--- config.mk ---
export PLATFORM = sky130hd
export DESIGN_NAME = riscv_core_div_iter
export DESIGN_NICKNAME = d
export VERILOG_FILES = /design/src/rtl/riscv_core_div_iter.sv
export SDC_FILE = /design/constraint.sdc
export NUM_CORES = 1
export LEC_CHECK = 0
export ABC_AREA = 1
export BUFFER_PORTS_ARGS = -buffer_cell sky130_fd_sc_hd__buf_2
export CAP_MARGIN = 15
export CELL_PAD_IN_SITES_DETAIL_PLACEMENT = 2
export CELL_PAD_IN_SITES_GLOBAL_PLACEMENT = 2
export CORE_ASPECT_RATIO = 1.5
export CORE_MARGIN = 10
export CORE_UTILIZATION = 30
export CTS_BUF_LIST = sky130_fd_sc_hd__clkbuf_8
export CTS_CLUSTER_DIAMETER = 60
export CTS_CLUSTER_SIZE = 28
export DETAILED_ROUTE_END_ITERATION = 10
export HOLD_SLACK_MARGIN = 0.06
export PLACE_DENSITY_LB_ADDON = 0.05
export REMOVE_ABC_BUFFERS = 1
export SLEW_MARGIN = 20
export SYNTH_ARGS = -nofsm -noshare
export SYNTH_HDL_FRONTEND = slang
export SYNTH_SLANG_ARGS = --single-unit
--- constraint.sdc ---
create_clock -name i_clk -period 3.3 [get_ports i_clk]
set_input_delay 0.495 -clock i_clk [delete_from_list [all_inputs] [get_ports i_clk]]
set_output_delay 0.495 -clock i_clk [all_outputs]
set_load 0.02 [all_outputs]
--- src/rtl/riscv_core_div_iter.sv ---
// -----------------------------------------------------------------------------
// riscv_core_div_iter
//
// Iterative restoring divider for the RV32M/RV64M DIV/DIVU/REM/REMU group.
// Operand magnitudes and sign-fix flags arrive already conditioned by the
// upstream stage; this block divides magnitudes one bit per cycle and applies
// the final sign fix to the selected quotient or remainder.
//
// Ports
//   i_clk              : clock, all state updates on the rising edge
//   i_rst              : synchronous active-high reset
//   i_div_valid        : request strobe, accepted only while o_div_ready=1
//   o_div_ready        : high in IDLE only
//   i_div_dividend     : dividend magnitude      [XLEN-1:0]
//   i_div_divisor      : divisor magnitude       [XLEN-1:0]
//   i_div_control      : 00 DIV, 01 DIVU, 10 REM, 11 REMU
//   i_div_neg_q        : negate quotient  (signed DIV only)
//   i_div_neg_r        : negate remainder (signed REM only)
//   i_div_flush        : abort anything in flight, return to IDLE
//   o_div_valid        : result available, held until i_div_result_ready
//   o_div_result       : result, forced to 0 while o_div_valid=0
//   i_div_result_ready : consumer takes the result
//
// Latency: o_div_valid rises XLEN edges after the accepting edge, or on the
// accepting edge itself when the divisor is zero.
// -----------------------------------------------------------------------------
module riscv_core_div_iter #(
  parameter int XLEN = 32
) (
  input  logic            i_clk,
  input  logic            i_rst,
  input  logic            i_div_valid,
  output logic            o_div_ready,
  input  logic [XLEN-1:0] i_div_dividend,
  input  logic [XLEN-1:0] i_div_divisor,
  input  logic [1:0]      i_div_control,
  input  logic            i_div_neg_q,
  input  logic            i_div_neg_r,
  input  logic            i_div_flush,
  output logic            o_div_valid,
  output logic [XLEN-1:0] o_div_result,
  input  logic            i_div_result_ready
);

  typedef enum logic [1:0] {
    IDLE = 2'd0,
    CALC = 2'd1,
    DONE = 2'd2
  } state_e;

  localparam int              CW   = (XLEN > 1) ? $clog2(XLEN) : 1;
  localparam logic [CW-1:0]   LAST = CW'(XLEN - 1);
  localparam logic [XLEN-1:0] ONE  = XLEN'(1);

  // Select quotient or remainder and apply the sign fix. A zero divisor makes
  // DIV return all-ones regardless of the requested quotient sign.
  function automatic logic [XLEN-1:0] format_result(
    input logic [1:0]      ctrl,
    input logic            neg_q,
    input logic            neg_r,
    input logic            div_zero,
    input logic [XLEN-1:0] quot,
    input logic [XLEN-1:0] rem
  );
    logic [XLEN-1:0] res;
    case (ctrl)
      2'b00:   res = (neg_q && !div_zero) ? (~quot + ONE) : quot;
      2'b01:   res = quot;
      2'b10:   res = neg_r ? (~rem + ONE) : rem;
      default: res = rem;
    endcase
    return res;
  endfunction

  state_e          state_q,    state_d;
  logic [CW-1:0]   cnt_q,      cnt_d;
  // Shared dividend/quotient register: dividend bits shift out of the MSB
  // while quotient bits shift in at the LSB.
  logic [XLEN-1:0] dq_q,       dq_d;
  logic [XLEN-1:0] divisor_q,  divisor_d;
  logic [XLEN-1:0] rem_q,      rem_d;
  logic [1:0]      ctrl_q,     ctrl_d;
  logic            neg_q_q,    neg_q_d;
  logic            neg_r_q,    neg_r_d;
  logic            ready_q,    ready_d;
  logic            valid_q,    valid_d;
  logic [XLEN-1:0] result_q,   result_d;

  // One restoring step. The shifted partial remainder is XLEN+1 bits wide;
  // after a successful subtract it is below the divisor, so the low XLEN bits
  // of the difference are exact.
  logic [XLEN:0]   shifted;
  logic            no_borrow;
  logic [XLEN-1:0] rem_step;
  logic [XLEN-1:0] dq_step;

  always_comb begin
    shifted   = {rem_q, dq_q[XLEN-1]};
    no_borrow = (shifted >= {1'b0, divisor_q});
    rem_step  = no_borrow ? (shifted[XLEN-1:0] - divisor_q) : shifted[XLEN-1:0];
    dq_step   = {dq_q[XLEN-2:0], no_borrow};
  end

  always_comb begin
    // NOTE: every _d defaults to its _q first so no path leaves a variable
    // unassigned, which would otherwise infer a latch.
    state_d   = state_q;
    cnt_d     = cnt_q;
    dq_d      = dq_q;
    divisor_d = divisor_q;
    rem_d     = rem_q;
    ctrl_d    = ctrl_q;
    neg_q_d   = neg_q_q;
    neg_r_d   = neg_r_q;
    ready_d   = ready_q;
    valid_d   = valid_q;
    result_d  = result_q;

    if (i_div_flush) begin
      // Flush beats an accept or a result handshake in the same cycle.
      state_d  = IDLE;
      cnt_d    = '0;
      ready_d  = 1'b1;
      valid_d  = 1'b0;
      result_d = '0;
    end else begin
      case (state_q)
        IDLE: begin
          if (i_div_valid) begin
            dq_d      = i_div_dividend;
            divisor_d = i_div_divisor;
            rem_d     = '0;
            ctrl_d    = i_div_control;
            neg_q_d   = i_div_neg_q;
            neg_r_d   = i_div_neg_r;
            cnt_d     = '0;
            ready_d   = 1'b0;
            if (i_div_divisor == '0) begin
              // Skip iteration: quotient is all-ones, remainder is the dividend.
              state_d  = DONE;
              valid_d  = 1'b1;
              result_d = format_result(i_div_control, i_div_neg_q, i_div_neg_r,
                                       1'b1, '1, i_div_dividend);
            end else begin
              state_d = CALC;
            end
          end
        end

        CALC: begin
          dq_d  = dq_step;
          rem_d = rem_step;
          cnt_d = cnt_q + CW'(1);
          if (cnt_q == LAST) begin
            state_d  = DONE;
            cnt_d    = '0;
            valid_d  = 1'b1;
            result_d = format_result(ctrl_q, neg_q_q, neg_r_q, 1'b0,
                                     dq_step, rem_step);
          end
        end

        DONE: begin
          if (i_div_result_ready) begin
            state_d  = IDLE;
            ready_d  = 1'b1;
            valid_d  = 1'b0;
            result_d = '0;
          end
        end

        default: begin
          state_d  = IDLE;
          cnt_d    = '0;
          ready_d  = 1'b1;
          valid_d  = 1'b0;
          result_d = '0;
        end
      endcase
    end
  end

  // NOTE: sequential state uses non-blocking assignments so every flop samples
  // the pre-edge values, independent of statement order.
  always_ff @(posedge i_clk) begin
    if (i_rst) begin
      state_q   <= IDLE;
      cnt_q     <= '0;
      dq_q      <= '0;
      divisor_q <= '0;
      rem_q     <= '0;
      ctrl_q    <= '0;
      neg_q_q   <= 1'b0;
      neg_r_q   <= 1'b0;
      ready_q   <= 1'b1;
      valid_q   <= 1'b0;
      result_q  <= '0;
    end else begin
      state_q   <= state_d;
      cnt_q     <= cnt_d;
      dq_q      <= dq_d;
      divisor_q <= divisor_d;
      rem_q     <= rem_d;
      ctrl_q    <= ctrl_d;
      neg_q_q   <= neg_q_d;
      neg_r_q   <= neg_r_d;
      ready_q   <= ready_d;
      valid_q   <= valid_d;
      result_q  <= result_d;
    end
  end

  assign o_div_ready  = ready_q;
  assign o_div_valid  = valid_q;
  assign o_div_result = result_q;

endmodule

==> results of run 1 <==
[state kept, by name, indices dropped and copies added (netlist names)]
name and flops:
divisor_q 32, dq_q 32, rem_q 32, o_div_result 32
neg_q_q 1, state_q 2, o_div_ready 1, neg_r_q 1
cnt_q 5, ctrl_q 2, o_div_valid 1
[cells in the final DEF (no fill, tap or decap), types with 25 or more instances in the layout]
master,instances
nor2_1,221
nand3_1,140
nor3_1,25
o21ai_0,88
nand2_1,565
inv_1,251
a211oi_1,93
dfxtp_1,117
nand2_2,79
buf_4,336
ha_4,32
xor2_1,29
buf_2,105
inv_2,38
a21oi_1,104
[power groups by stage]
stage | clock [uW] | sequential (uW) | combinational [uW]
final | 1670 | 1840 | 2540
after global routing | 1740 | 1850 | 2740
after CTS | 1690 | 1830 | 2310
after detailed placement | 0 | 1870 | 2140
after global placement | 0 | 1860 | 2050
after floorplan | 0 | 1870 | 1090
[Yosys cell counts, types with 3 or more instances]
master and count:
or2_2 10, dfxtp_1 141, nor3_1 27, o211ai_1 8, nand4_1 21, inv_1 275
o31ai_1 4, buf_6 6, clkbuf_1 64, o21ai_0 92, xor2_1 30, a211oi_1 93
buf_1 5, nand2_2 31, nor2_1 240, o21bai_1 5, ha_1 36, nand2_4 3
clkinv_1 3, buf_2 5, nor2_4 5, a21oi_2 4, nand3_2 4, nand2_1 621
a31oi_1 4, nand3_1 157, nor4_1 11, and2_1 4, nor2_2 17, a21oi_1 111
o21ai_1 11, nand3b_1 8, inv_2 13
[critical path, cell delays in order (launching register included)]
cell and delay [ns]:
dfxtp_2 0.33, inv_2 0.10, ha_4 0.23, a21oi_4 0.18
nand2_2 0.11, a21oi_4 0.23, nand2_2 0.13, nor2_8 0.15
nand2_8 0.08, inv_6 0.07, ha_4 0.15, nand3_4 0.08
inv_2 0.09, nand4_1 0.16, nand3b_1 0.27, nor2_2 0.16
nand3_2 0.08, nand3b_1 0.25, nand2_1 0.13, nand2_2 0.08
nor3_4 0.19, nand3_2 0.12, xor2_1 0.18, nand2_1 0.06
nand2_1 0.07, a21oi_2 0.13
[final timing paths]
path / startpoint / endpoint / slack, ns / cells past startpoint
worst max register to register: divisor_q[28] / o_div_result[30] / -0.60 / 25
worst min register to register: o_div_valid / o_div_valid / 0.45 / 2
worst max-delay path: divisor_q[28] / o_div_result[30] / -0.60 / 25
worst min-delay path: i_div_divisor[0] / divisor_q[0] / 0.27 / 3
[timing repair]
action                                  4_1_cts  5_1_grt
endpoints found under the hold margin         0        0
setup buffers                                20       16
gates resized for setup                     141       97
endpoints found under the setup margin       30       31
pin swaps                                    36       43
hold buffers                                  0        0
[cell families after synthesis]
family,count (synthesis),share of synthesized area
and+or+nand+nor,1166,0.4131
adders and majority gates,37,0.03871
xor gates and xnor gates,32,0.02306
muxes,1,0.0008238
AOI/OAI and AO/OA,348,0.1726
buffers and inverters,372,0.1194
DFF,141,0.2323
[metal layers]
layer / vias to the layer above / track usage / wire length [um]
li1: 7537 / - / -
met1: 8124 / 0.2617 / 26320
met2: 382 / 0.5205 / 39270
met3: 171 / 0.02749 / 1907
met4: 0 / 0.1181 / 3998
met5: - / 0 / 0
[layout make-up]
type / instances / area share
clock buffers: 19 / 0.01525
well taps: 506 / 0.03692
inverters: 291 / 0.06422
clock inverters: 12 / 0.01007
flip-flops and latches: 141 / 0.1664
multi-input cells: 1584 / 0.5136
repair buffers: 458 / 0.1932
diodes: 2 / 0.0002919
[through the flow]
stage               setup WS (ns)  power (uW)  hold WS [ns]  cells    util
floorplan                 -0.6397        2965        0.4386   2016       -
global placement          -0.7196        3912        0.4257   2947  0.3857
detailed placement        -0.9765        4006        0.4404   2947  0.3857
CTS                       -0.3645        5823        0.2306   2998  0.4164
global route              -0.8120        6327        0.2793   3011  0.4276
finish                    -0.6005        6047        0.2724   3013  0.4277
==> flow_summary.ini, run 1 <==
[status]
outcome = finished, violations left
violations = negative setup slack

[clock_network]
cts_max_path_buffers = 2
numCtsBuffers = 17
cts_sinks = 141
clk_pin_slew_ns = 0.10
cts_tree = yes
clockRootBuffer = clkbuf_8
clock_latency_ns = 0.51
htree_levels = 4

[timing]
hold_viol = 0
setup-tns-final_ns = -11.24
rsz0062_at_grt = yes
drv_slew = 0
maxSlewHeadroom = 0.4639
min_period_ns = 3.901
fmax_ghz = 0.2564
worst_slack_ns = -0.6005
setup_viol_count_final = 31
worst_pin_slew_ns = 0.7980
period_share = 1.182
fin_skew_ns = 0.02130

[die]
fp.dieH_um = 266.5
dieWidth_um = 184.3
num_rows = 90
ios = 107
start_util = 0.3031
dieArea_um2 = 49120
coreArea_um2 = 40090

[layout]
fillCellCount = 4910
postLayoutCellArea_um2 = 17150
multi_input_area_um2 = 8807
final_layout_size_suffix_gt1_frac = 0.3086
area_growth_pct = 41.10
finalNetCount = 2603
regArea_um2 = 2853

[critical_path]
critPathMaxFanout = 2
end_kind = register
crit_required_ns = 3.73
startpoint_type = register
critical_path_class = register to register
arrival_ns = 4.33

[yosys]
yosysTopAreaCell = dfxtp_1
syn-instance-count = 2097
ys_seq_area_frac = 0.2323
postSynth.asyncResetShare = 0
ys_types = 55
synth_top_cell_area_share = 0.2323
synthTopCellsByArea = dfxtp_1 23%, nand2_1 19%, inv_1 8.5%, nor2_1 7.4%, nand3_1 6.5%
netlist_area_um2 = 12150
yosys_most_used_dff = dfxtp_1
synth_seq_cells = 141
syn_avg_cell_area_um2 = 5.795
synth_enable_flop_cells = 0
ys_warn_count = 0

[pwr]
internal_power_uw = 3595
clockPowerShare = 0.275
powerDensity_nw_per_um2 = 352.7
p_sw_frac = 0.4055
seqPwrFrac = 0.304
p_comb_frac = 0.421
peakVddDrop_v = 0.0001574
p_sw_uw = 2452
p_leak_uw = 0.008585

[min_path]
holdCritPathClass = input port to register

[global_route]
grt_overflow = 0
grtUsageTotal = 0.2617
grt_max_degree = 101
first_global_vias = 18090
antenna_found_initial = 1
grt_pass1_wl_um = 100900

[route]
drc_errors = 0
drt_first_pass_iters = 5
avgViaCountPerCell = 5.381
first_iter_violations = 642
wl_per_cell_um = 23.73
postRouteAntennaNets = 0
num_vias = 16210
totalWireLength_um = 71500

[placed_design]
placed_cell_area_um2 = 15460
hpwl_um = 49120
portBuffers = 106
gp_congestion = 0.8789

[job]
drv_cap = 0
(Power assumes the default switching activity.)
==> run 2, diff against run 1 <==
--- a/config.mk
+++ b/config.mk
@@ -10,7 +10,6 @@
 export CAP_MARGIN = 15
 export CELL_PAD_IN_SITES_DETAIL_PLACEMENT = 2
 export CELL_PAD_IN_SITES_GLOBAL_PLACEMENT = 2
-export CORE_ASPECT_RATIO = 1.5
 export CORE_MARGIN = 10
 export CORE_UTILIZATION = 30
 export CTS_BUF_LIST = sky130_fd_sc_hd__clkbuf_8
==> flow_summary.ini, run 2 (synthesized netlist as in run 1, its figures left out) <==
[critical_path]
critPathMaxFanout = 4
startpoint_type = register
crit-reg2reg-capture = o_div_result[22]
regToRegStartpoint = divisor_q[14]
crit_required_ns = 3.79
reg2regPathDepth = 27
regToRegSetupSlack_ns = -0.64
arrival_ns = 4.43
end_kind = register
critical_path_class = register to register

[layout]
final_common_cell = nand2_1
final_cell_mix = 525 x nand2_1, 337 x buf_4, 247 x inv_1
finalNetCount = 2611
instances_no_fill = 3040
final_layout_size_suffix_gt1_frac = 0.3469
postLayoutCellArea_um2 = 17750
area_growth_pct = 46.07

[placed_design]
hpwl_um = 48000
portBuffers = 106
dp_cells = 2948
placed_cell_area_um2 = 15310
gp_congestion = 0.8630

[die]
start_util = 0.3044
dieArea_um2 = 48960
ios = 107
coreArea_um2 = 39910
dieWidth_um = 221.3
fp.dieH_um = 221.3
num_rows = 73

[route]
wl_per_cell_um = 25.40
postRouteAntennaNets = 0
totalWireLength_um = 77230
drt_first_pass_iters = 5
drc_errors = 0
first_iter_violations = 996
avgViaCountPerCell = 5.494
num_vias = 16700

[timing]
worst_slack_ns = -0.6418
fmax_ghz = 0.2537
hold_viol = 0
period_share = 1.194
setup_viol_count_final = 31
maxSlewHeadroom = 0.1984
fin_skew_ns = 0.04832
setup-tns-final_ns = -9.851
worst_pin_slew_ns = 1.201
drv_slew = 0
rsz0062_at_grt = yes
min_period_ns = 3.942

[clock_network]
cts_sinks = 141
cts_max_path_buffers = 2
clk_pin_slew_ns = 0.09
cts_tree = yes
clock_latency_ns = 0.63
htree_levels = 4
numCtsBuffers = 17
clockRootBuffer = clkbuf_8
cts_hold_buf = 0

[global_route]
first_global_vias = 17700
grt_max_degree = 101
grt_overflow = 0
grt_pass1_wl_um = 100800
grtUsageTotal = 0.2569
antenna_found_initial = 3

[pwr]
p_sw_uw = 2650
internal_power_uw = 3448
clockPowerShare = 0.254
peakVddDrop_v = 0.0003096
p_leak_uw = 0.008756
p_sw_frac = 0.4346
p_comb_frac = 0.443
powerDensity_nw_per_um2 = 343.6
seqPwrFrac = 0.303

[status]
violations = negative setup slack
outcome = finished, violations left

[min_path]
hold_path_end = divisor_q[0]
worstHoldStart = i_div_divisor[0]
hold_path_depth = 3
holdCritPathClass = input port to register

[job]
drv_cap = 0
## run 2: layer usage
metal  share of wire  track usage  vias up
met2            0.50       0.4510      442
li1                -            -     7580
met3           0.036      0.03915      193
met5               0            0        -
met4           0.044      0.07816        0
met1            0.42       0.3151     8487
## run 2: area by class of cell
type / count / area (um2)
inverter: 291 / 1109
fill: 4795 / 22170
clock buffer: 22 / 302.8
clock inverter: 10 / 72.57
tap: 525 / 656.9
sequential: 141 / 2859
antenna: 1 / 2.502
timing repair buffer: 466 / 3435
multi-input combinational: 1584 / 9313
## run 2: metrics by stage
| stage | power [uW] | hold slack (ns) | util | setup WS [ns] |
|---|---|---|---|---|
| 6_report | 6099 | 0.1701 | 0.4447 | -0.6418 |
| 5_1_grt | 6378 | 0.1773 | 0.4446 | -0.8940 |
| 4_1_cts | 5673 | 0.1323 | 0.4193 | -0.3115 |
| 3_5_place_dp | 3958 | 0.4398 | 0.3837 | -0.8171 |
| 3_3_place_gp | 3853 | 0.4280 | 0.3837 | -0.6241 |
| 2_1_floorplan | 2965 | 0.4386 | - | -0.6397 |
## run 2: timing repair
action	in CTS	in global routing
setup buffers	27	37
endpoints found under the setup margin	30	30
cloned	0	1
resized for setup	186	207
pin swaps	31	107
## run 2: critical path, cell delays in order (launching register included)
cell and delay (ns):
dfxtp_1 0.34, inv_1 0.09, ha_4 0.27, nand2_1 0.07, nand2_1 0.12, a21oi_2 0.21, nand2_2 0.09, inv_2 0.11
nand2_4 0.08, nand2_4 0.12, nand2_8 0.07, inv_6 0.07, ha_4 0.14, nand3_4 0.08, inv_2 0.09, nand4_1 0.14
nand3b_1 0.27, nor2_4 0.15, nand3_2 0.08, nand3b_1 0.25, nand2_1 0.14, nand2_2 0.08, nor3_4 0.22, buf_4 0.14
xor2_1 0.15, nand2_1 0.10, nand3_2 0.08, a21oi_2 0.05
## run 2: worst max-delay path by stage
stage / cells past startpoint / from / slack, ns / end
2_1_floorplan: 10 / state_q[0] / -0.64 / o_div_result[2]
3_3_place_gp: 25 / divisor_q[28] / -0.62 / o_div_result[28]
3_5_place_dp: 25 / divisor_q[28] / -0.82 / o_div_result[28]
4_1_cts: 26 / rem_q[25] / -0.31 / o_div_result[18]
5_1_grt: 27 / divisor_q[14] / -0.89 / o_div_result[22]
6_report: 27 / divisor_q[14] / -0.64 / o_div_result[22]
## run 2: power by group through the flow
stage                     clock [uW]  combinational [uW]  sequential, uW
after global routing            1640                2890            1850
after floorplan                    0                1090            1870
after CTS                       1540                2300            1830
after global placement             0                1990            1870
final                           1550                2700            1850
after detailed placement           0                2090            1870
